<file path="src/rtl/uart_tx_fifo.sv">
// Byte FIFO between the CSR UART TX write port and the transmitter, drained by a 3-state FSM.
// Define UART_TX_FIFO_FLUSH_EN to enable the flush input; otherwise flush is ignored.
module uart_tx_fifo #(
  parameter int DEPTH = 16,
  parameter int AW    = 4
) (
  input  logic          clk,
  input  logic          rst,
  input  logic          wr_en,
  input  logic [7:0]    wr_data,
  input  logic          clr_ovrflw,
  input  logic          flush,
  output logic          full,
  output logic          empty,
  output logic [AW:0]   level,
  output logic          overflow,
  output logic [7:0]    tx_wdata,
  output logic          tx_wr,
  input  logic          tx_tbr_valid
);

  typedef enum logic [1:0] {
    IDLE    = 2'd0,
    ISSUE   = 2'd1,
    HOLDOFF = 2'd2
  } state_e;

  localparam logic [AW:0] LVL_FULL = DEPTH[AW:0];

  logic [7:0]    mem_q [DEPTH];
  logic [AW-1:0] wp_q, rp_q;
  logic [AW:0]   level_q, level_d;
  logic          overflow_q, overflow_d;
  logic [7:0]    tx_wdata_q;
  logic          tx_wr_q;
  state_e        state_q;
  logic          flush_act, pop, push_ok, drop;

`ifdef UART_TX_FIFO_FLUSH_EN
  assign flush_act = flush;
`else
  logic unused_flush;
  assign unused_flush = flush;
  assign flush_act    = 1'b0;
`endif

  assign full    = (level_q == LVL_FULL);
  assign empty   = (level_q == '0);
  // A pop frees a slot in the same cycle, so a push into a full FIFO is still accepted.
  assign pop     = (state_q == ISSUE) && !flush_act;
  assign push_ok = wr_en && !flush_act && (!full || pop);
  assign drop    = wr_en && !flush_act && full && !pop;

  always_comb begin
    level_d = level_q;
    if (flush_act)
      level_d = '0;
    else if (push_ok && !pop)
      level_d = level_q + 1'b1;
    else if (pop && !push_ok)
      level_d = level_q - 1'b1;

    overflow_d = overflow_q;
    if (drop)
      overflow_d = 1'b1;
    else if (clr_ovrflw)
      overflow_d = 1'b0;
  end

  always_ff @(posedge clk) begin
    if (push_ok)
      mem_q[wp_q] <= wr_data;
  end

  always_ff @(posedge clk or posedge rst) begin
    if (rst) begin
      wp_q       <= '0;
      rp_q       <= '0;
      level_q    <= '0;
      overflow_q <= 1'b0;
    end else begin
      if (flush_act) begin
        wp_q <= '0;
        rp_q <= '0;
      end else begin
        if (push_ok)
          wp_q <= wp_q + 1'b1;
        if (pop)
          rp_q <= rp_q + 1'b1;
      end
      level_q    <= level_d;
      overflow_q <= overflow_d;
    end
  end

  // HOLDOFF ignores tx_tbr_valid for one cycle because the transmitter's status lags the load.
  always_ff @(posedge clk or posedge rst) begin
    if (rst) begin
      state_q    <= IDLE;
      tx_wdata_q <= 8'h00;
      tx_wr_q    <= 1'b0;
    end else if (flush_act) begin
      state_q <= IDLE;
      tx_wr_q <= 1'b0;
    end else begin
      tx_wr_q <= 1'b0;
      case (state_q)
        IDLE: begin
          if (!empty && tx_tbr_valid)
            state_q <= ISSUE;
        end
        ISSUE: begin
          tx_wdata_q <= mem_q[rp_q];
          tx_wr_q    <= 1'b1;
          state_q    <= HOLDOFF;
        end
        HOLDOFF: state_q <= IDLE;
        default: state_q <= IDLE;
      endcase
    end
  end

  assign level    = level_q;
  assign overflow = overflow_q;
  assign tx_wdata = tx_wdata_q;
  assign tx_wr    = tx_wr_q;

endmodule

</file>
<file path="config.mk">
export PLATFORM = sky130hd
export DESIGN_NAME = uart_tx_fifo
export DESIGN_NICKNAME = d
export VERILOG_FILES = /design/src/rtl/uart_tx_fifo.sv
export SDC_FILE = /design/constraint.sdc
export NUM_CORES = 1
export LEC_CHECK = 0
export ABC_AREA = 1
export CORE_ASPECT_RATIO = 1.4
export CORE_MARGIN = 2
export CORE_UTILIZATION = 41
export DETAILED_ROUTE_END_ITERATION = 7
export GPL_TIMING_DRIVEN = 0
export MAX_ROUTING_LAYER = met4
export SETUP_SLACK_MARGIN = 0.05
export SYNTH_ARGS = -nofsm -noshare
export SYNTH_HDL_FRONTEND = slang
export SYNTH_SLANG_ARGS = --single-unit
</file>
<file path="constraint.sdc">
create_clock -name clk -period 3.28 [get_ports clk]
set_input_delay 0.492 -clock clk [delete_from_list [all_inputs] [get_ports clk]]
set_output_delay 0.492 -clock clk [all_outputs]
set_load 0.05 [all_outputs]
</file>
==> Yosys cells after proc, flatten, opt, wreduce, memory -nomap -nowiden <==
Memory sizes are Yosys's and may differ from the RTL's. A register that Yosys moved wholly into a read port is not among the register bits.
Cells that the tools add are included.
{ "word_totals": {"regBits": 17, "latchBits": 0, "ram_bits": 128, "romBits": 0, "inputBits": 14, "out_inout_bits": 17, "word_cells": 38, "n_memories": 1} }
{ "op_classes": {"n_addsub": 4, "n_mul": 0, "div": 0, "order_cmp": 0, "eq_ne": 3, "shifts": 0, "muxes": 9, "bitwise_logic": 0, "n_reduce_logical": 15} }
{ "memory_table": {"columns": ["memory", "depth", "width", "read_ports", "rd_clocked_by_memory_dff", "wr", "line_no", "text"], "rows": [
  ["mem_q", 16, 8, 1, 1, 1, "30", "logic [7:0] mem_q [DEPTH];"]
]} }
{ "ops": {"columns": ["operator", "count"], "rows": [
  ["$mux 5", 2],
  ["$add 4x1->4 const B", 2],
  ["$logic_and 1x1->1", 6],
  ["$add 5x1->5 const B", 1],
  ["$eq 5x5->1 const B", 1],
  ["$logic_not 5->1", 1],
  ["$mux 1", 5],
  ["$sub 5x1->5 const B", 1],
  ["$logic_not 1->1", 4],
  ["$pmux 2 s2", 1],
  ["$reduce_bool 2->1", 2],
  ["$eq 2x1->1 const B", 1],
  ["$logic_not 2->1", 1],
  ["$mux 2", 1],
  ["$ne 2x2->1 const B", 1],
  ["$logic_or 1x1->1", 1]
]} }

==> Longest topological paths before layout <==
Gate-level depths: netlist of the first run.
{ "depth": {"ltp_word": 8, "depth_mapped": 15, "ltp_nobuf": 15} }

==> Least setup slack after synthesis of the first run <==
No wires, ideal clock.
{ "synth_timing": {"path_type": "reg-to-reg", "start": "register level_q[0], in the netlist level[0]", "end": "register level_q[4], in the netlist level[4]", "setup_ns": 0.118, "t_arrival_ns": 2.972, "required_ns": 3.162, "path_slack_ns": 0.190, "stages_incl_launch_ff": 16, "path_buffers": 0, "synth_period_minus_slack_ns": 3.090, "path_cell_list": "dfrtp_1 inv_1 nand3_1 nor2_1 nand2_1 nand2_1 inv_2 ha_1 fa_1 inv_1 nand2_1 nand2_1 a21oi_1 xor2_1 nand2_1 nand2_1"} }
{ "synth_between": {"elab_chain_cells": 7, "word_cells_on_any_way": 12, "classes_between": "2 x add/sub; 1 x eq/ne; 2 x mux; 7 x reduce/logical"} }
{ "synth_rtl": {"columns": ["element", "line_no", "text"], "rows": [
  ["start: declaration", "32", "logic [AW:0] level_q, level_d;"],
  ["start signal: assignment", "91", "level_q <= level_d;"],
  ["$eq 5x5->1 (*)", "47", "assign full = (level_q == LVL_FULL);"],
  ["named net full", "13", "output logic full,"],
  ["$logic_not 1->1 (*)", "51", "assign push_ok = wr_en && !flush_act && (!full || pop);"],
  ["$logic_or 1x1->1 (*)", "51", null],
  ["$logic_and 1x1->1 (*)", "51", null],
  ["named net push_ok", "37", "logic flush_act, pop, push_ok, drop;"],
  ["$logic_not 1->1", "60", "else if (pop && !push_ok)"],
  ["$logic_and 1x1->1", "60", null],
  ["$reduce_bool 2->1 (no source line)", null, null]
]} }
The timed path passes the listed nets; every way through them passes the cells marked *. The select of a mux whose other input is x is not followed.
A chain may end at the register's enable or synchronous reset.

==> Final worst setup path of the first run <==
{ "layout_timing": {"start": "register level_q[0], in the netlist level[0]", "end": "output full"} }
{ "layout_between": {"elab_chain_cells": 1} }
{ "layout_rtl": {"columns": ["element", "line_no"], "rows": [
  ["$eq 5x5->1", "47"],
  ["end: declaration", "13"]
]} }
No other way between the ends.

==> metrics.yaml, run 1 <==
peakVddDrop_uv: 499
synth_common_cells: "nand2_1 (219), edfxtp_1 (128), nand3_1 (93)"
initialDrtViolationCount: 397
reg2regPathDepth: 7
rsz0062_at_grt: "no"
path_clk_slew_ns: 0.06
switching_power_uw: 2750
grt_max_degree: 26
synth.most_common_cell: "nand2_1"
dieArea_mm2: 0.0165
async_flop_share_pct: 16.3
crit_path_top_delay_cell: "clkdlybuf4s50_1"
portBuffers: 29
synthCells: 571
crit_path_max_incr_delay_ns: 0.83
floorplan.initialDensity_pct: 42.0
fin_skew_ns: 0.00943
drtAntennaViolNets: 0
syn_area_per_cell_um2: 11.1
cts_sinks: 153
required_ns: 2.79
clk_latency_ns: 0.41
intPower_uw: 4380
synthMuxAreaShare_pct: 0
synth-compound-area-share_pct: 1.32
relSlewSlack_pct: 31.2
fin_crit_sh_pct: 79.7
synth_top_area_share_pct: 60.5
synth_area_mm2: 0.00636
tns_ns: 0
critPathKind: "reg -> out"
synth_edf_count: 128
dominantRegCellSynth: "edfxtp_1"
slew_violations: 0
wire_per_inst_um: 18.2
power_density_mw_per_mm2: 955
grt_pass1_wl_um: 23000
pwr-share-seq_pct: 35.8
cts_setup_buffers: 0
dp.final_hpwl_um: 10500
via_count: 4270
synthSimpleGateAreaFrac_pct: 22.0
p_sw_share_pct: 38.5
outcome: "finished, final reports clean"
r2r-end: "mem_q[0][5]"
rows: 53
place_area_mm2: 0.00689
antenna_found_initial: 0
die_w_um: 109
wl_um: 15000
holdPathEnd: "state_q[0]"
r2r_slack_ns: 0.75
clockRootBuffer: "clkbuf_16"
synth_top_cell_by_area: "edfxtp_1"
critPathLaunch: "level[0]"
postLayoutCellArea_mm2: 0.00747
syn_nets: 595
drive_above_1_share_pct: 8.25
cts.path.max_buffers: 2
diodes: 0
grtUsageTotal_pct: 20.0
yosysSeqAreaShare_pct: 70.3
layout_min_cycle_time_ns: 2.61
worst_pin_slew_ns: 1.03
numCtsBuffers: 17
gp_congestion: 0.864
cts_tree: "yes"
min_path_cells: 1
worstHoldPathType: "reg -> reg"
fmax_mhz: 382
ios: 31
ys_types: 22
p_comb_share_pct: 37.0
synthAdderAreaFrac_pct: 2.09
grt_overflow_total: 0
min_from: "state_q[0]"
holdBufCountCts: 0
drc: 0
coreArea_mm2: 0.0151
worst_setup_path_start_kind: "flop"
post_cts_resized: 0
grt_pass1_vias: 4255
arrival_ns: 2.12
end_kind: "output port"
fillers: 1371
yosysWarnings: 0
h-tree-depth: 4
r2r-start: "state_q[1]"
power_frac_clock_pct: 27.2
path_max_fanout: 4
via_per_inst: 5.19
dr.pass1.iters: 5
synth_top_family_by_area: "simple AND/OR/NAND/NOR gates"
hold_viol: 0
maxCapViolCount: 0
die_y_um: 151
path_cells: "inv_1 -> nand3_1 -> nor2_1 -> clkdlybuf4s50_1"
layout.nets: 643
p_leak_uw: 0.00294
synth-xor-area-share_pct: 1.10
area_growth_pct: 17.5
setup_viol: 0
ys_ff_latch: 153
synth_area_leaders: "edfxtp_1 (60%), nand2_1 (13%), dfrtp_1 (9.8%)"
[cell type report]
cell class / instances / area, um^2 / area share [%]
plain buffers: 23 / 118 / 1.57
clock buffers: 19 / 433 / 5.80
clock inverters: 11 / 149 / 1.99
inverters: 23 / 86.3 / 1.16
multi-input cells: 372 / 1680 / 22.5
flip-flops and latches: 153 / 4470 / 59.8
well taps: 192 / 240 / 3.22
repair buffers: 29 / 290 / 3.89
[metrics by stage]
step           cells  total power (uW)  hold WS [ns]  worst slack, ns  util, %
5_1_grt          822              7510         0.475            0.540     49.4
6_report         822              7130         0.432            0.665     49.4
3_3_place_gp     792              5160         0.418            0.679     45.5
3_5_place_dp     792              5230         0.423            0.621     45.5
2_1_floorplan    571              4340         0.407            0.190        -
4_1_cts          822              7150         0.434            0.646     49.4
[worst max-delay path by stage]
stage	to	slack, ns	cells past startpoint
2_1_floorplan	level[4]	0.19	15
3_5_place_dp	mem_q[0][3]	0.62	5
4_1_cts	full	0.65	4
3_3_place_gp	mem_q[0][3]	0.68	5
5_1_grt	level[4]	0.54	15
6_report	full	0.67	4
[cells in the final DEF (no fill, tap or decap), types with 7 or more instances in the layout]
master           synthesis  routed
xor2_1                   7       7
ha_1                     9       9
clkbuf_16                0      17
a21oi_1                  8       8
clkdlybuf4s50_1          0      29
buf_2                   16      16
nand3_1                 93      93
nand2_1                219     219
edfxtp_1               128     128
inv_1                   18      18
dfrtp_1                 25      25
nor2_1                  23      23
[power groups by stage]
stage / clock network (uW) / logic, uW / registers, uW
2_1_floorplan: 0 / 1490 / 2850
3_3_place_gp: 0 / 2580 / 2580
3_5_place_dp: 0 / 2630 / 2590
4_1_cts: 1950 / 2640 / 2560
5_1_grt: 2030 / 2900 / 2590
6_report: 1940 / 2640 / 2560
[routing by layer]
layer	part of all wire [%]	up-vias	global-route usage [%]
li1	-	2026	-
met1	40	2083	22.2
met2	53	132	35.0
met3	4.1	29	3.61
met4	3.4	0	8.80
met5	0	-	-
[sequential cells by signal, indices dropped and copies added (netlist names)]
name / cells
rp_q: 4
wp_q: 4
overflow: 1
level: 5
mem_q: 128
state_q: 2
tx_wdata: 8
tx_wr: 1
[critical path: cells and delay by family, from the launching register on]
kind	cells	cell delay, ns
and+or+nand+nor	2	0.33
DFF	1	0.43
buffers and inverters	2	0.95
[cell families after synthesis]
group	count (synthesis)
xor gates and xnor gates	8
and+or+nand+nor	338
DFF	153
buffers and inverters	46
adders and majority gates	10
AOI/OAI and AO/OA	16
(Power assumes the default switching activity.)
==> run 2, diff against run 1 <==
- clock period: 3.28 -> 2.4 ns (I/O delays scaled with it)
==> metrics.yaml, run 2 (synthesized netlist as in run 1, its figures left out) <==
outcome: "finished, final reports clean"
drtAntennaViolNets: 0  # unchanged
worst_pin_slew_ns: 1.00  # -0.0296 ns
fin_crit_sh_pct: 92.5
layout_min_cycle_time_ns: 2.22
initialDrtViolationCount: 250  # -37%
arrival_ns: 2.27  # +0.15 ns
fin_skew_ns: 0.0102  # +0.000767 ns
fmax_mhz: 450
path_max_fanout: 8  # +4
numCtsBuffers: 17  # unchanged
final_cell_mix: "nand2_1 (218), edfxtp_1 (128), nand3_1 (92), clkdlybuf4s50_1 (27), dfrtp_1 (20)"
gp_congestion: 0.934  # +8.2%
via_count: 4209  # -1.4%
drc: 0  # unchanged
mostFrequentLayoutCell: "nand2_1"
reg2regPathDepth: 9  # +2
grt_overflow_total: 0  # unchanged
antenna_found_initial: 0  # unchanged
dr.pass1.iters: 8  # +3
clk_latency_ns: 0.43  # +0.02 ns
area_growth_pct: 19.2
maxCapViolCount: 0  # unchanged
required_ns: 2.45  # -0.34 ns
p_leak_uw: 0.00297  # +1.1%
slew_violations: 0  # unchanged
path_clk_slew_ns: 0.06  # about the same
dp.cells: 792  # unchanged
min_path_cells: 1  # unchanged
drive_above_1_share_pct: 12.7  # +4.4 points
worst_slack_ns: 0.179  # -0.486 ns
largest-register: "mem_q"
cts.path.max_buffers: 2  # unchanged
dp.final_hpwl_um: 10400  # -0.86%
coreArea_mm2: 0.0151  # unchanged
floorplan.initialDensity_pct: 42.0  # unchanged
fillers: 1337  # -2.5%
diodes: 0  # unchanged
peakVddDrop_uv: 671  # +34%
die_y_um: 151  # unchanged
layout.nets: 649  # +0.93%
cts_sinks: 153  # unchanged
critPathKind: "reg -> reg"
worst_setup_path_start_kind: "flop"
holdBufCountCts: 0  # unchanged
rsz0062_at_grt: "no"
via_per_inst: 5.07  # -2.4%
grt_pass1_vias: 4215  # -0.94%
power_uw: 9840  # +38%
clockRootBuffer: "clkbuf_16"
power_density_mw_per_mm2: 1300  # +36%
wl_um: 15100  # +0.52%
cts_tree: "yes"
whs_ns: 0.429  # -0.00286 ns
grt_max_degree: 26  # unchanged
die_w_um: 109  # unchanged
grtUsageTotal_pct: 20.1  # +0.081 points
rows: 53  # unchanged
wire_per_inst_um: 18.2  # -0.45%
grt_pass1_wl_um: 23300  # +1.0%
relSlewSlack_pct: 33.1  # +2.0 points
largest_register_ff_count: 128  # unchanged
hold_viol: 0  # unchanged
h-tree-depth: 4  # unchanged
end_kind: "flop"
r2r_slack_ns: 0.18  # -0.57 ns
pre_cts_ws_ns: -0.0599  # -0.681 ns
ios: 31  # unchanged
setup_viol: 0  # unchanged
portBuffers: 29  # unchanged
dieArea_mm2: 0.0165  # unchanged
layout.cells.non_filler: 830  # +0.97%
worstHoldPathType: "reg -> reg"
[run 2: cell count changes in the layout (fill, tap and decap cells not counted), sizes merged]
cell and delta:
dlygate4sd2 +2, inv -1, clkinv +1, clkbuf +2, clkdlybuf4s50 -2, buf +6, clkinvlp +1, bufinv -1
[run 2: what timing repair did]
action	4_1_cts	5_1_grt
endpoints found under the setup margin	39	80
setup buffers	0	6
gates resized for setup	7	6
pin swaps	0	6
hold endpoints to repair	0	0
[run 2: cell type report]
class / count / area, um^2 / share of cell area (%)
timing repair buffer: 35 / 333 / 4.39
sequential: 153 / 4480 / 59.1
inverter: 23 / 91.3 / 1.21
tap: 192 / 240 / 3.17
clock buffer: 21 / 460 / 6.08
buffer: 23 / 119 / 1.57
clock inverter: 11 / 123 / 1.62
multi-input combinational: 372 / 1740 / 22.9
[run 2: worst paths after layout]
| path | end | from |
|---|---|---|
| max in group asynchronous | level[3] | rst |
| worst max register to register | mem_q[4][3] | state_q[0] |
| min in group asynchronous | state_q[1] | rst |
| worst max-delay path | mem_q[4][3] | state_q[0] |
| worst min-delay path | state_q[0] | state_q[0] |
| worst min register to register | state_q[0] | state_q[0] |
[run 2: power by group]
| part | internal, uW | switching [uW] |
|---|---|---|
| Clock | 1580 | 1040 |
| Sequential | 3300 | 203 |
| Combinational | 1140 | 2580 |
[run 2: layer usage]
layer  track usage [%]  part of all wire [%]  up-vias
li1                  -                     -     2053
met1              22.4                    40     2028
met2              35.5                    55      100
met3              3.27                   3.3       28
met4              8.54                   2.5        0
met5                 -                     0        -
[run 2: per-stage QoR]
step | setup TNS, ns | utilization, % | instance area [um^2]
after global routing | 0 | 50.1 | 7580
after floorplan | -0.0168 | - | 6400
after CTS | 0 | 49.8 | 7520
after global placement | 0 | 45.8 | 6930
after detailed placement | -0.697 | 45.8 | 6930
final | 0 | 50.1 | 7580
[run 2: critical path, cell delays in order (launching register included)]
cell and delay [ns]:
dfrtp_1 0.34, inv_1 0.07, nor2_4 0.19, inv_1 0.08
nand2_1 0.07, nand2_2 0.09, clkinv_4 0.09, buf_4 0.11
nand2_1 0.12, nor2_1 0.68
==> RTL change, RTL diff (config.mk and constraints of run 2) <==
Make the reset (`rst`) synchronous in 2 clocked blocks.
--- a/src/rtl/uart_tx_fifo.sv
+++ b/src/rtl/uart_tx_fifo.sv
@@ -72,7 +72,7 @@
       mem_q[wp_q] <= wr_data;
   end
 
-  always_ff @(posedge clk or posedge rst) begin
+  always_ff @(posedge clk) begin
     if (rst) begin
       wp_q       <= '0;
       rp_q       <= '0;
@@ -94,7 +94,7 @@
   end
 
   // HOLDOFF ignores tx_tbr_valid for one cycle because the transmitter's status lags the load.
-  always_ff @(posedge clk or posedge rst) begin
+  always_ff @(posedge clk) begin
     if (rst) begin
       state_q    <= IDLE;
       tx_wdata_q <= 8'h00;
Behaviour: differs if rst is asserted again (counterexample within 4 cycles, from zero or initial values and one cycle with rst high); with rst held inactive, the same outputs for 10 cycles.
==> RTL change against run 2 <==
Clock skew hardly changed; power decreased by 20%; routed wire length increased by 4.7%; sequential cell count is the same; via count increased by 6.5%; cell area grew 0.81%; setup slack worse by 0.039 ns; first-iteration DRC count increased by 57%; area after synthesis up 0.89%.
==> RTL change: results (changes against run 2) <==
\begin{tabular}{lr}
\hline
Metric & Value \\
\hline
\multicolumn{2}{l}{\textbf{Place}} \\
Global placer's final weighted congestion & 0.916 (was 0.934) \\
Pre-CTS setup slack & -0.0818 ns (was -0.0599 ns) \\
Post-detail-place hpwl & 10800 microns (was 10400 microns) \\
Placement Cell Area & 7010 sq um (was 6930 sq um) \\
\multicolumn{2}{l}{\textbf{Worst setup path}} \\
Largest fanout of any net on the critical path & 4 (was 8) \\
Worst Reg2Reg Path Length in Cells & 14 (was 9) \\
Critical-path cell with the highest stage delay & dlygate4sd2\_1 (was nor2\_1) \\
Reg-to-reg slack, setup & 0.15 ns (was 0.18 ns) \\
\multicolumn{2}{l}{\textbf{Logic synthesis}} \\
Compound-cell area share of the yosys netlist & 0.0164 (was 0.0132) \\
Mapped Nets & 624 (was 595) \\
Synth top area cells & edfxtp\_1, nand2\_1, nand3\_1, dfxtp\_1, nor2\_1 (was edfxtp\_1, nand2\_1, dfrtp\_1, nand3\_1, ha\_1) \\
Share of synthesized cell area in full adder, half adder and majority cells & 0.0207 (was 0.0209) \\
\multicolumn{2}{l}{\textbf{Routing}} \\
Routed wire length on met2 & 8640 microns (was 8230 microns) \\
Post-detailed-route via-to-cell ratio & 5.21 (was 5.07) \\
DRT met1 WL & 5990 microns (was 5960 microns) \\
Total via count in the routed design & 4482 (was 4209) \\
DRT iter0 DRCs & 393 (was 250) \\
DR pass1 iterations & 5 (was 8) \\
Amount of wire on met3 after detailed routing & 824 microns (was 495 microns) \\
\multicolumn{2}{l}{\textbf{Worst hold path}} \\
Destination of the worst hold path & tx\_wdata[5]\$\_SDFFE\_PP0N\_ (was state\_q[0]\$\_DFFE\_PP0P\_) \\
Hold Crit Depth & 4 (was 1) \\
Launch point of the worst hold path & rst (was state\_q[0]\$\_DFFE\_PP0P\_) \\
Worst hold path type & input pin to flip-flop (was flip-flop to flip-flop) \\
\multicolumn{2}{l}{\textbf{Status}} \\
Run status & completed (unchanged) \\
\multicolumn{2}{l}{\textbf{GRT}} \\
Maximum number of pins on one net before global-route repair & 18 (was 26) \\
Met3 Resource Use GR & 0.0378 (was 0.0327) \\
Global-route usage over all layers & 0.205 (was 0.201) \\
Global-route wire length before repair & 24000 microns (was 23300 microns) \\
\multicolumn{2}{l}{\textbf{Finish}} \\
Share of final-layout standard cells stronger than drive strength 1 & 0.131 (was 0.127) \\
\multicolumn{2}{l}{\textbf{Timing}} \\
Tightest Pin Transition & 0.895 ns (was 1.00 ns) \\
\multicolumn{2}{l}{\textbf{Power and ir drop}} \\
Switching power total & 2690 uW (was 3830 uW) \\
Worst-case vdd ir drop & 0.713 mV (was 0.671 mV) \\
\hline
\end{tabular}
==> RTL change: cell types whose count changed in the layout (fill, tap and decap cells not counted), sizes merged, moves of 3 or more <==
cell    delta
nand2     -28
nor2      +18
buf        +4
dfxtp     +25
inv       +17
a21oi      +6
nand3     +18
dfrtp     -25
xor2       -3
clkbuf     -3
==> RTL change: layout make-up <==
| class | count | area [sq um] | share of cell area |
|---|---|---|---|
| well taps | 196 | 245 | 0.0321 |
| clock inverters | 15 | 154 | 0.0201 |
| plain buffers | 29 | 186 | 0.0244 |
| repair buffers | 33 | 315 | 0.0413 |
| flip-flops and latches | 153 | 4360 | 0.571 |
| clock buffers | 17 | 425 | 0.0557 |
| multi-input cells | 387 | 1830 | 0.239 |
| inverters | 31 | 126 | 0.0165 |
==> RTL change: power groups by stage <==
stage               clock (uW)  combinational (uW)  sequential, uW
global route              2710                2310            3180
finish                    2580                2120            3160
CTS                       2610                2060            3150
floorplan                    0                1150            3450
global placement             0                2010            3200
detailed placement           0                2050            3210
==> RTL change: what timing repair did <==
item                       4_1_cts  5_1_grt
gates cloned                     0        0
pin swaps                        1        4
setup buffers                    0        5
resized for setup                3        4
setup endpoints to repair        3        2
==> RTL change: worst max path at each step <==
stage | startpoint | end | slack [ns] | cells past startpoint
floorplan | level[0]$_SDFFE_PP0P_ | level[4]$_SDFFE_PP0P_ | 0.009 | 14
global placement | wr_en | level[4]$_SDFFE_PP0P_ | -0.03 | 13
detailed placement | wr_en | level[4]$_SDFFE_PP0P_ | -0.08 | 13
CTS | level[3]$_SDFFE_PP0P_ | level[4]$_SDFFE_PP0P_ | 0.05 | 16
global route | level[0]$_SDFFE_PP0P_ | level[4]$_SDFFE_PP0P_ | 0.03 | 14
finish | level[0]$_SDFFE_PP0P_ | empty | 0.14 | 5
